### config.mk
export PLATFORM = sky130hd
export DESIGN_NAME = register_file
export DESIGN_NICKNAME = d
export VERILOG_FILES = /design/src/rtl/regfile_pkg.sv /design/src/rtl/regfile_clear_fsm.sv /design/src/rtl/register_file.sv
export SDC_FILE = /design/constraint.sdc
export NUM_CORES = 1
export LEC_CHECK = 0
export CAP_MARGIN = 40
export CORE_MARGIN = 2
export CORE_UTILIZATION = 56
export DETAILED_ROUTE_END_ITERATION = 12
export PLACE_DENSITY_LB_ADDON = 0.25
export RECOVER_POWER = 25
export SLEW_MARGIN = 20
export SYNTH_ARGS = -nofsm -noshare
export SYNTH_HDL_FRONTEND = slang
export SYNTH_SLANG_ARGS = --single-unit
### constraint.sdc
create_clock -name clk -period 2.9 [get_ports clk]
set_clock_uncertainty 0.2 [all_clocks]
set_input_delay 0.58 -clock clk [delete_from_list [all_inputs] [get_ports clk]]
set_output_delay 0.58 -clock clk [all_outputs]
set_load 0.01 [all_outputs]
### src/rtl/regfile_pkg.sv
// Shared definitions for the register file: clear-sweep FSM encoding and default geometry.
package regfile_pkg;

    localparam int DATA_W_DEF = 32;
    localparam int ADDR_W_DEF = 5;

    typedef enum logic [0:0] {
        ST_IDLE  = 1'b0,
        ST_CLEAR = 1'b1
    } clr_state_e;

endpackage

### src/rtl/regfile_clear_fsm.sv
// Clear-sweep controller: walks every entry once, zeroing one address per cycle.
// Reset lands in the sweep, so storage is scrubbed after every reset release.
module regfile_clear_fsm
    import regfile_pkg::*;
#(
    parameter int ADDR_W = ADDR_W_DEF
) (
    input  logic              clk,
    input  logic              rst,
    input  logic              clr_req,
    output logic              busy,
    output logic              busy_nxt,
    output logic [ADDR_W-1:0] clr_addr,
    output logic              clr_stb
);

    // One extra bit keeps the counter from wrapping before the last entry is cleared.
    localparam logic [ADDR_W:0] LAST_ADDR = {1'b0, {ADDR_W{1'b1}}};
    localparam logic [ADDR_W:0] CNT_ONE   = {{ADDR_W{1'b0}}, 1'b1};

    clr_state_e        state_q, state_d;
    logic [ADDR_W:0]   cnt_q, cnt_d;

    // Next-state and sweep-counter logic.
    always_comb begin
        state_d = state_q;
        cnt_d   = cnt_q;
        case (state_q)
            ST_IDLE: begin
                if (clr_req) begin
                    state_d = ST_CLEAR;
                    cnt_d   = '0;
                end else begin
                    cnt_d   = '0;
                end
            end
            ST_CLEAR: begin
                if (cnt_q == LAST_ADDR) begin
                    state_d = ST_IDLE;
                    cnt_d   = '0;
                end else begin
                    cnt_d   = cnt_q + CNT_ONE;
                end
            end
            default: begin
                state_d = ST_CLEAR;
                cnt_d   = '0;
            end
        endcase
    end

    // State and counter registers; reset restarts the sweep at address 0.
    always_ff @(posedge clk or posedge rst) begin
        if (rst) begin
            state_q <= ST_CLEAR;
            cnt_q   <= '0;
        end else begin
            state_q <= state_d;
            cnt_q   <= cnt_d;
        end
    end

    assign busy     = (state_q == ST_CLEAR);
    assign busy_nxt = (state_d == ST_CLEAR);
    assign clr_stb  = (state_q == ST_CLEAR);
    assign clr_addr = cnt_q[ADDR_W-1:0];

endmodule

### src/rtl/register_file.sv
// Two-read, one-write register file with byte enables, registered reads and a clear sweep.
// Define REGISTER_FILE_BYPASS_EN for write-first reads; default is read-first.
module register_file
    import regfile_pkg::*;
#(
    parameter int DATA_W   = DATA_W_DEF,
    parameter int ADDR_W   = ADDR_W_DEF,
    parameter int ZERO_REG = 1
) (
    input  logic                clk,
    input  logic                rst,
    input  logic                wr_en,
    input  logic [ADDR_W-1:0]   wr_addr,
    input  logic [DATA_W-1:0]   wr_data,
    input  logic [DATA_W/8-1:0] wr_be,
    input  logic [ADDR_W-1:0]   rd_addr_a,
    input  logic [ADDR_W-1:0]   rd_addr_b,
    output logic [DATA_W-1:0]   rd_data_a,
    output logic [DATA_W-1:0]   rd_data_b,
    input  logic                clr_req,
    output logic                busy
);

    localparam int NB    = DATA_W / 8;
    localparam int DEPTH = 2 ** ADDR_W;

    logic [DATA_W-1:0] mem_q [DEPTH];
    logic [DATA_W-1:0] rd_data_a_q, rd_data_a_d;
    logic [DATA_W-1:0] rd_data_b_q, rd_data_b_d;
    logic [DATA_W-1:0] merged_d;
    logic              wr_commit_d;
    logic              busy_s, busy_nxt_s, clr_stb_s;
    logic [ADDR_W-1:0] clr_addr_s;

    regfile_clear_fsm #(
        .ADDR_W (ADDR_W)
    ) u_clear_fsm (
        .clk      (clk),
        .rst      (rst),
        .clr_req  (clr_req),
        .busy     (busy_s),
        .busy_nxt (busy_nxt_s),
        .clr_addr (clr_addr_s),
        .clr_stb  (clr_stb_s)
    );

    // Write qualification and byte merge of new data over the stored word.
    always_comb begin
        wr_commit_d = wr_en && !busy_s && !((ZERO_REG != 0) && (wr_addr == '0));
        merged_d    = mem_q[wr_addr];
        for (int b = 0; b < NB; b++) begin
            merged_d[8*b +: 8] = wr_be[b] ? wr_data[8*b +: 8] : mem_q[wr_addr][8*b +: 8];
        end
    end

    // Read data is forced to zero on either side of a busy edge so it never shows mid-sweep state.
    always_comb begin
        rd_data_a_d = mem_q[rd_addr_a];
        rd_data_b_d = mem_q[rd_addr_b];
`ifdef REGISTER_FILE_BYPASS_EN
        if (wr_commit_d && (rd_addr_a == wr_addr)) begin
            rd_data_a_d = merged_d;
        end else begin
            rd_data_a_d = mem_q[rd_addr_a];
        end
        if (wr_commit_d && (rd_addr_b == wr_addr)) begin
            rd_data_b_d = merged_d;
        end else begin
            rd_data_b_d = mem_q[rd_addr_b];
        end
`endif
        if ((ZERO_REG != 0) && (rd_addr_a == '0)) begin
            rd_data_a_d = '0;
        end else begin
            rd_data_a_d = rd_data_a_d;
        end
        if ((ZERO_REG != 0) && (rd_addr_b == '0)) begin
            rd_data_b_d = '0;
        end else begin
            rd_data_b_d = rd_data_b_d;
        end
        if (busy_s || busy_nxt_s) begin
            rd_data_a_d = '0;
            rd_data_b_d = '0;
        end else begin
            rd_data_b_d = rd_data_b_d;
        end
    end

    // Storage array: sweep clears take the port exclusively, otherwise qualified writes land.
    always_ff @(posedge clk) begin
        if (clr_stb_s) begin
            mem_q[clr_addr_s] <= '0;
        end else if (wr_commit_d) begin
            mem_q[wr_addr] <= merged_d;
        end
    end

    // Registered read ports.
    always_ff @(posedge clk or posedge rst) begin
        if (rst) begin
            rd_data_a_q <= '0;
            rd_data_b_q <= '0;
        end else begin
            rd_data_a_q <= rd_data_a_d;
            rd_data_b_q <= rd_data_b_d;
        end
    end

    assign rd_data_a = rd_data_a_q;
    assign rd_data_b = rd_data_b_q;
    assign busy      = busy_s;

endmodule

==> results of run 1 <==
worst max path at each step:
stage | startpoint | endpoint | cells past startpoint
finish | wr_be[0] | mem_q[7][10] | 10
detailed placement | wr_be[0] | mem_q[19][12] | 9
global placement | wr_be[0] | mem_q[0][10] | 8
floorplan | wr_addr[4] | mem_q[11][0] | 7
CTS | wr_be[0] | mem_q[23][16] | 9
global route | wr_be[1] | mem_q[1][9] | 10
registers in the layout, summed over array words and instances (netlist names):
register           cells
rd_data_b             32
u_clear_fsm.cnt_q      6
u_clear_fsm.busy       1
rd_data_a             32
mem_q               1024
critical path, stage by stage:
cell and delay [ns]:
clkdlybuf4s50_1 0.48, nor4_4 0.29, buf_4 0.20, a211o_1 0.25
buf_4 0.19, buf_4 0.21, a22oi_2 0.17, buf_12 0.20
nor3_1 0.26, buf_4 0.21
Yosys cell counts (all sizes together), types with 32 or more instances:
cell type	number	area (sq um)
o22ai	194	1210
mux4	320	7210
a21oi	104	521
mux2i	393	3930
and2	35	219
and3	130	813
a32oi	65	569
nor3	112	582
edfxtp	1024	30700
clkbuf	135	507
o21ai	68	340
buf	135	738
nand4	64	400
nor2	40	150
dfrtp	70	1750
a31oi	32	200
layer usage:
metal | share of wire (%) | global-route usage [%] | up-vias
met1 | 35 | 46.0 | 17000
li1 | - | - | 13600
met3 | 13 | 8.57 | 510
met2 | 46 | 53.7 | 2721
met4 | 4.8 | 14.4 | 4
met5 | 0.058 | 0 | -
timing repair:
action                                  4_1_cts  5_1_grt
hold endpoints to repair                      0        0
hold buffers                                  0        0
gates resized for setup                       4       14
endpoints found under the setup margin       25      176
per-stage QoR:
| step | worst slack (ns) | TNS, ns | hold WS (ns) |
|---|---|---|---|
| finish | 0.0455 | 0 | 0.363 |
| global route | 0.00204 | 0 | 0.367 |
| CTS | 0.00216 | 0 | 0.125 |
| detailed placement | -0.760 | -647.92 | 0.356 |
| global placement | -1.07 | -683.05 | 0.351 |
| floorplan | -0.135 | -23.30 | 0.321 |
power by group through the flow:
stage | registers, mW | clock network, mW | logic, mW
2_1_floorplan | 19.3 | 0 | 3.20
3_3_place_gp | 19.4 | 0 | 6.21
3_5_place_dp | 19.5 | 0 | 6.41
4_1_cts | 19.2 | 14.6 | 6.46
5_1_grt | 19.3 | 15.3 | 6.78
6_report | 19.2 | 14.6 | 6.60
layout make-up:
| class | instances | share of cell area, % |
|---|---|---|
| Inverter | 7 | 0.0431 |
| Clock buffer | 123 | 4.67 |
| Multi-Input combinational cell | 1648 | 28.1 |
| Clock inverter | 81 | 1.40 |
| Antenna cell | 2 | 0.00822 |
| Timing Repair Buffer | 645 | 9.92 |
| Tap cell | 1176 | 2.42 |
| Sequential cell | 1095 | 53.4 |
kinds of logic (layout without fill, tap and decap cells):
| kind of cell | Yosys count | after routing |
|---|---|---|
| AO/OA/AOI/OAI | 477 | 477 |
| adder cells (fa/ha/maj) | 1 | 1 |
| XOR/XNOR | 3 | 3 |
| buffers and inverters | 277 | 856 |
| flip-flops | 1095 | 1095 |
| AND/OR/NAND/NOR | 448 | 448 |
| multiplexers | 719 | 719 |
| other | 0 | 2 |
==> run metrics, run 1 <==
RD Place Congestion 0.989; number of synthesized flops with an enable pin 1024; largest net degree at the start of global routing 42; FILL cells 5857; # H-tree levels 3; post-synthesis net count 3076; initial antenna violation count 3; failing checks capacitance limit, slew limit; Leakage 22.3 nW; outcome finished with violations; commonest non-fill, non-tap cell in the layout edfxtp_1; worst endpoint data arrival time 3.05 ns; Vias 33.8k; root buffer cell clkbuf_16; CP Max Fanout 12; vias per cell 7.08; Sw Share 26.2%; Routed WL 159 mm; Int Pwr 29.8 mW; Design Power 40.4 mW; DP HPWL 108 mm; IO buf count 119; Max Freq 350 MHz; # DRC 0; die height 305 microns; Num CTS Buffers 108; Compound-Gate Fraction of Synth Area 5.86%; Tmin final 2.85 ns; Placed Cells 4570; Setup crit end kind register; switching pwr 10.6 mW; fin util 67.9%; Hold Crit Class register to register; R2R depth 6; Netlist cell types 55; drt wl/cell 33.3 microns; Max-Cap Viols 1; internal reg-to-reg setup slack 0.06 ns; Clock Path Buffers 3; # Post-CTS Setup Buffers 0; clk slew on worst S/H paths 0.06 ns; final slew viol count 33; final setup vio count 0; hold path start u_clear_fsm.cnt_q[5]; multi-input logic area 17100 sq um; clock share of power 36.1%; Seq cells post-synth 1095; # clock sinks 1095; Synth Instances 3020; Adder-Cell Fraction of Synth Area 0.0247%; TritonCTS clock tree done; crit share post-route 98.4%; Final Net Count 3561; 1st-pass router iterations 6; GRT Total Usage 34.2%; combinational share of power 16.3%; worst skew pair latency 0.70 ns; first-pass GRT wire length 231 mm; ys flop type edfxtp_1; placeable core area 89700 sq um; Hold Path End u_clear_fsm.cnt_q[5]; Post-Synth Simple-Gate Area 5.15%; synthesized area 50600 sq um; reg-to-reg endpoint rd_data_b[14]; Synth Area in XOR/XNOR 0.0519%; RSZ-0062 raised after global routing no; Reg area 32500 sq um; warnings from Yosys 0; Slew headroom -32.4%; critical path type primary input to register; main combinational cell family by area after synthesis multiplexers; Post-synth ARST share 6.48%; share of cells above drive strength 1 30.3%; Worst-Margin Slew 1.98 ns; syn avg cell area 16.8 sq um; Final Instance Area 60900 sq um; Final Hold Viols 0; post-synthesis to final-layout area growth 20.3%; Hold Path Depth 2; worst ir drop on vdd 0.485 mV; worst r2r src u_clear_fsm.busy; gr ovfl total 0; mux cell area share after synthesis 22.1%; vias in the first global route 34.6k; die width 305 microns; Initial Utilization 56.4%; most frequent cells in the layout 1024 x edfxtp_1, 393 x mux2i_1, 388 x buf_4; PD cells 664 nW/um^2; Reg power frac 47.6%; row cnt 110; Antenna Nets Post-Route 0; first-iteration detailed-routing DRC count 4649; Seq/Total Area, Yosys 64.3%; I/O Pins 120; Critical Path Start Type primary input; Critical Path RT 3.10 ns; area post-placement 57500 sq um; Finished Layout Cells 4777; die area 92800 sq um
Note: power is estimated with default switching activity, not from simulation.
==> run 2: changes to the inputs <==
PLACE_DENSITY = 0.73   (was default)
PLACE_DENSITY_LB_ADDON = default   (was 0.25)
==> run 2 against run 1 <==
Effect of this change: the flow finishes with violations (capacitance limit); clock power about the same; non-clock buffer count decreased by 31; combinational power decreased by 0.8%; global-route usage decreased by 0.60 points; sequential power about the same; setup slack got worse by 0.042 ns; die area unchanged; sequential share of layout area about the same; total power increased by 0.44%; critical path type unchanged.
==> run metrics, run 2 (synthesis results as in run 1) <==
Max-Cap Viols 1; Critical Path RT 3.10 ns; Tmin final 2.90 ns; root buffer cell clkbuf_16; die width 305 microns; outcome finished with violations; Num CTS Buffers 107; Fin Setup TNS 0 ns; placeable core area 89700 sq um; final setup vio count 0; switching pwr 10.6 mW; Reg power frac 47.3%; RSZ-0062 raised after global routing no; final slew viol count 0; most frequent cells in the layout 1024 x edfxtp_1, 393 x mux2i_1, 363 x buf_4; vias in the first global route 34.4k; first-iteration detailed-routing DRC count 4963; post-synthesis to final-layout area growth 20.3%; PD cells 666 nW/um^2; largest net degree at the start of global routing 64; failing checks capacitance limit; TritonCTS clock tree done; largest reg by FF count mem_q; Hold Crit Class register to register; vias per cell 7.07; Slew headroom 0.829%; Worst-Margin Slew 1.48 ns; die area 92800 sq um; Antenna Nets Post-Route 0; CP Max Fanout 8; clock share of power 36.6%; # H-tree levels 3; Leakage 22.5 nW; critical path type primary input to register; Final Net Count 3529; worst endpoint data arrival time 3.10 ns; # clock sinks 1095; Setup crit end kind register; GRT Total Usage 33.6%; slack of the critical path 0.00352 ns; # DRC 0; Vias 33.6k; antenna fix cells 0; commonest non-fill, non-tap cell in the layout edfxtp_1; drt wl/cell 33.0 microns; Initial Utilization 56.4%; worst skew pair latency 0.70 ns; Place WS -0.814 ns; RD Place Congestion 0.999; die height 305 microns; initial antenna violation count 4; DP HPWL 107 mm; IO buf count 119; hold slack 0.373 ns; Critical Path Start Type primary input; I/O Pins 120; combinational share of power 16.1%; share of cells above drive strength 1 29.9%; Max Freq 345 MHz; 1st-pass router iterations 9; max FFs per register 1024; Sw Share 26.1%; Clock Path Buffers 3; post-cts hold buffer count 0; crit share post-route 99.9%; row cnt 110; worst ir drop on vdd 0.564 mV; first-pass GRT wire length 227 mm; Int Pwr 30.0 mW; Final Hold Viols 0; gr ovfl total 0; clk slew on worst S/H paths 0.07 ns; Routed WL 156 mm
run 2: cell count changes in the layout (fill, tap and decap cells not counted), sizes merged:
| cell | delta |
|---|---|
| dlygate4sd3 | +59 |
| clkdlybuf4s50 | -59 |
| bufinv | +1 |
| diode | -2 |
| clkinv | -21 |
| clkinvlp | +5 |
| clkbuf | -16 |
| buf | -9 |
| inv | +9 |
run 2: repair_timing:
| item | in CTS | in global routing |
|---|---|---|
| endpoints found under the hold margin | 0 | 0 |
| buffers inserted | 0 | 0 |
| gates resized for setup | 3 | 10 |
| pin swaps | 1 | 1 |
| endpoints found under the setup margin | 17 | 67 |
run 2: worst paths after layout:
path	to	cells after the start	startpoint	slack [ns]
setup / recovery	mem_q[6][3]	10	wr_addr[4]	0.004
hold / removal	u_clear_fsm.cnt_q[5]	2	u_clear_fsm.cnt_q[5]	0.37
setup reg to reg	mem_q[6][3]	9	u_clear_fsm.busy	0.07
hold reg to reg	u_clear_fsm.cnt_q[5]	2	u_clear_fsm.cnt_q[5]	0.37
max in group asynchronous	rd_data_a[18]	3	rst	0.57
min in group asynchronous	u_clear_fsm.cnt_q[0]	2	rst	0.49
run 2: per-layer routing:
metal	routed length [microns]	track usage, %	vias up
met5	38	0.775	-
met4	7810	15.3	6
met3	20200	7.78	508
li1	-	-	13600
met2	73100	52.9	2623
met1	55200	44.9	16900
run 2: layout make-up:
cell class              instances  area (sq um)
clock buffers                 129          2900
fillers                      5724         28800
flip-flops and latches       1095         32500
inverters                       7          27.5
clock inverters                75           897
multi-input cells            1648         17100
repair buffers                614          6020
well taps                    1176          1470
run 2: metrics by stage:
step	instances	instance area (sq um)	util [%]	total power, mW
after floorplan	3020	50700	-	22.5
after global placement	4516	57200	63.7	25.6
after detailed placement	4537	57300	63.8	25.8
after CTS	4741	61100	68.1	40.5
after global routing	4744	60900	67.9	41.6
final	4744	60900	67.9	40.6
run 2: critical path, stage by stage:
cell and delay, ns:
clkdlybuf4s50_1 0.57, nor3_4 0.10, buf_4 0.16, a2111oi_0 0.52, buf_4 0.23, a22oi_1 0.14
buf_12 0.18, buf_4 0.15, nor2_1 0.22, buf_4 0.23
run 2: power groups by stage:
stage | clock network [mW] | logic (mW) | registers [mW]
after floorplan | 0 | 3.20 | 19.3
after global routing | 15.5 | 6.74 | 19.3
after CTS | 14.9 | 6.41 | 19.2
final | 14.8 | 6.55 | 19.2
after detailed placement | 0 | 6.36 | 19.5
after global placement | 0 | 6.22 | 19.4
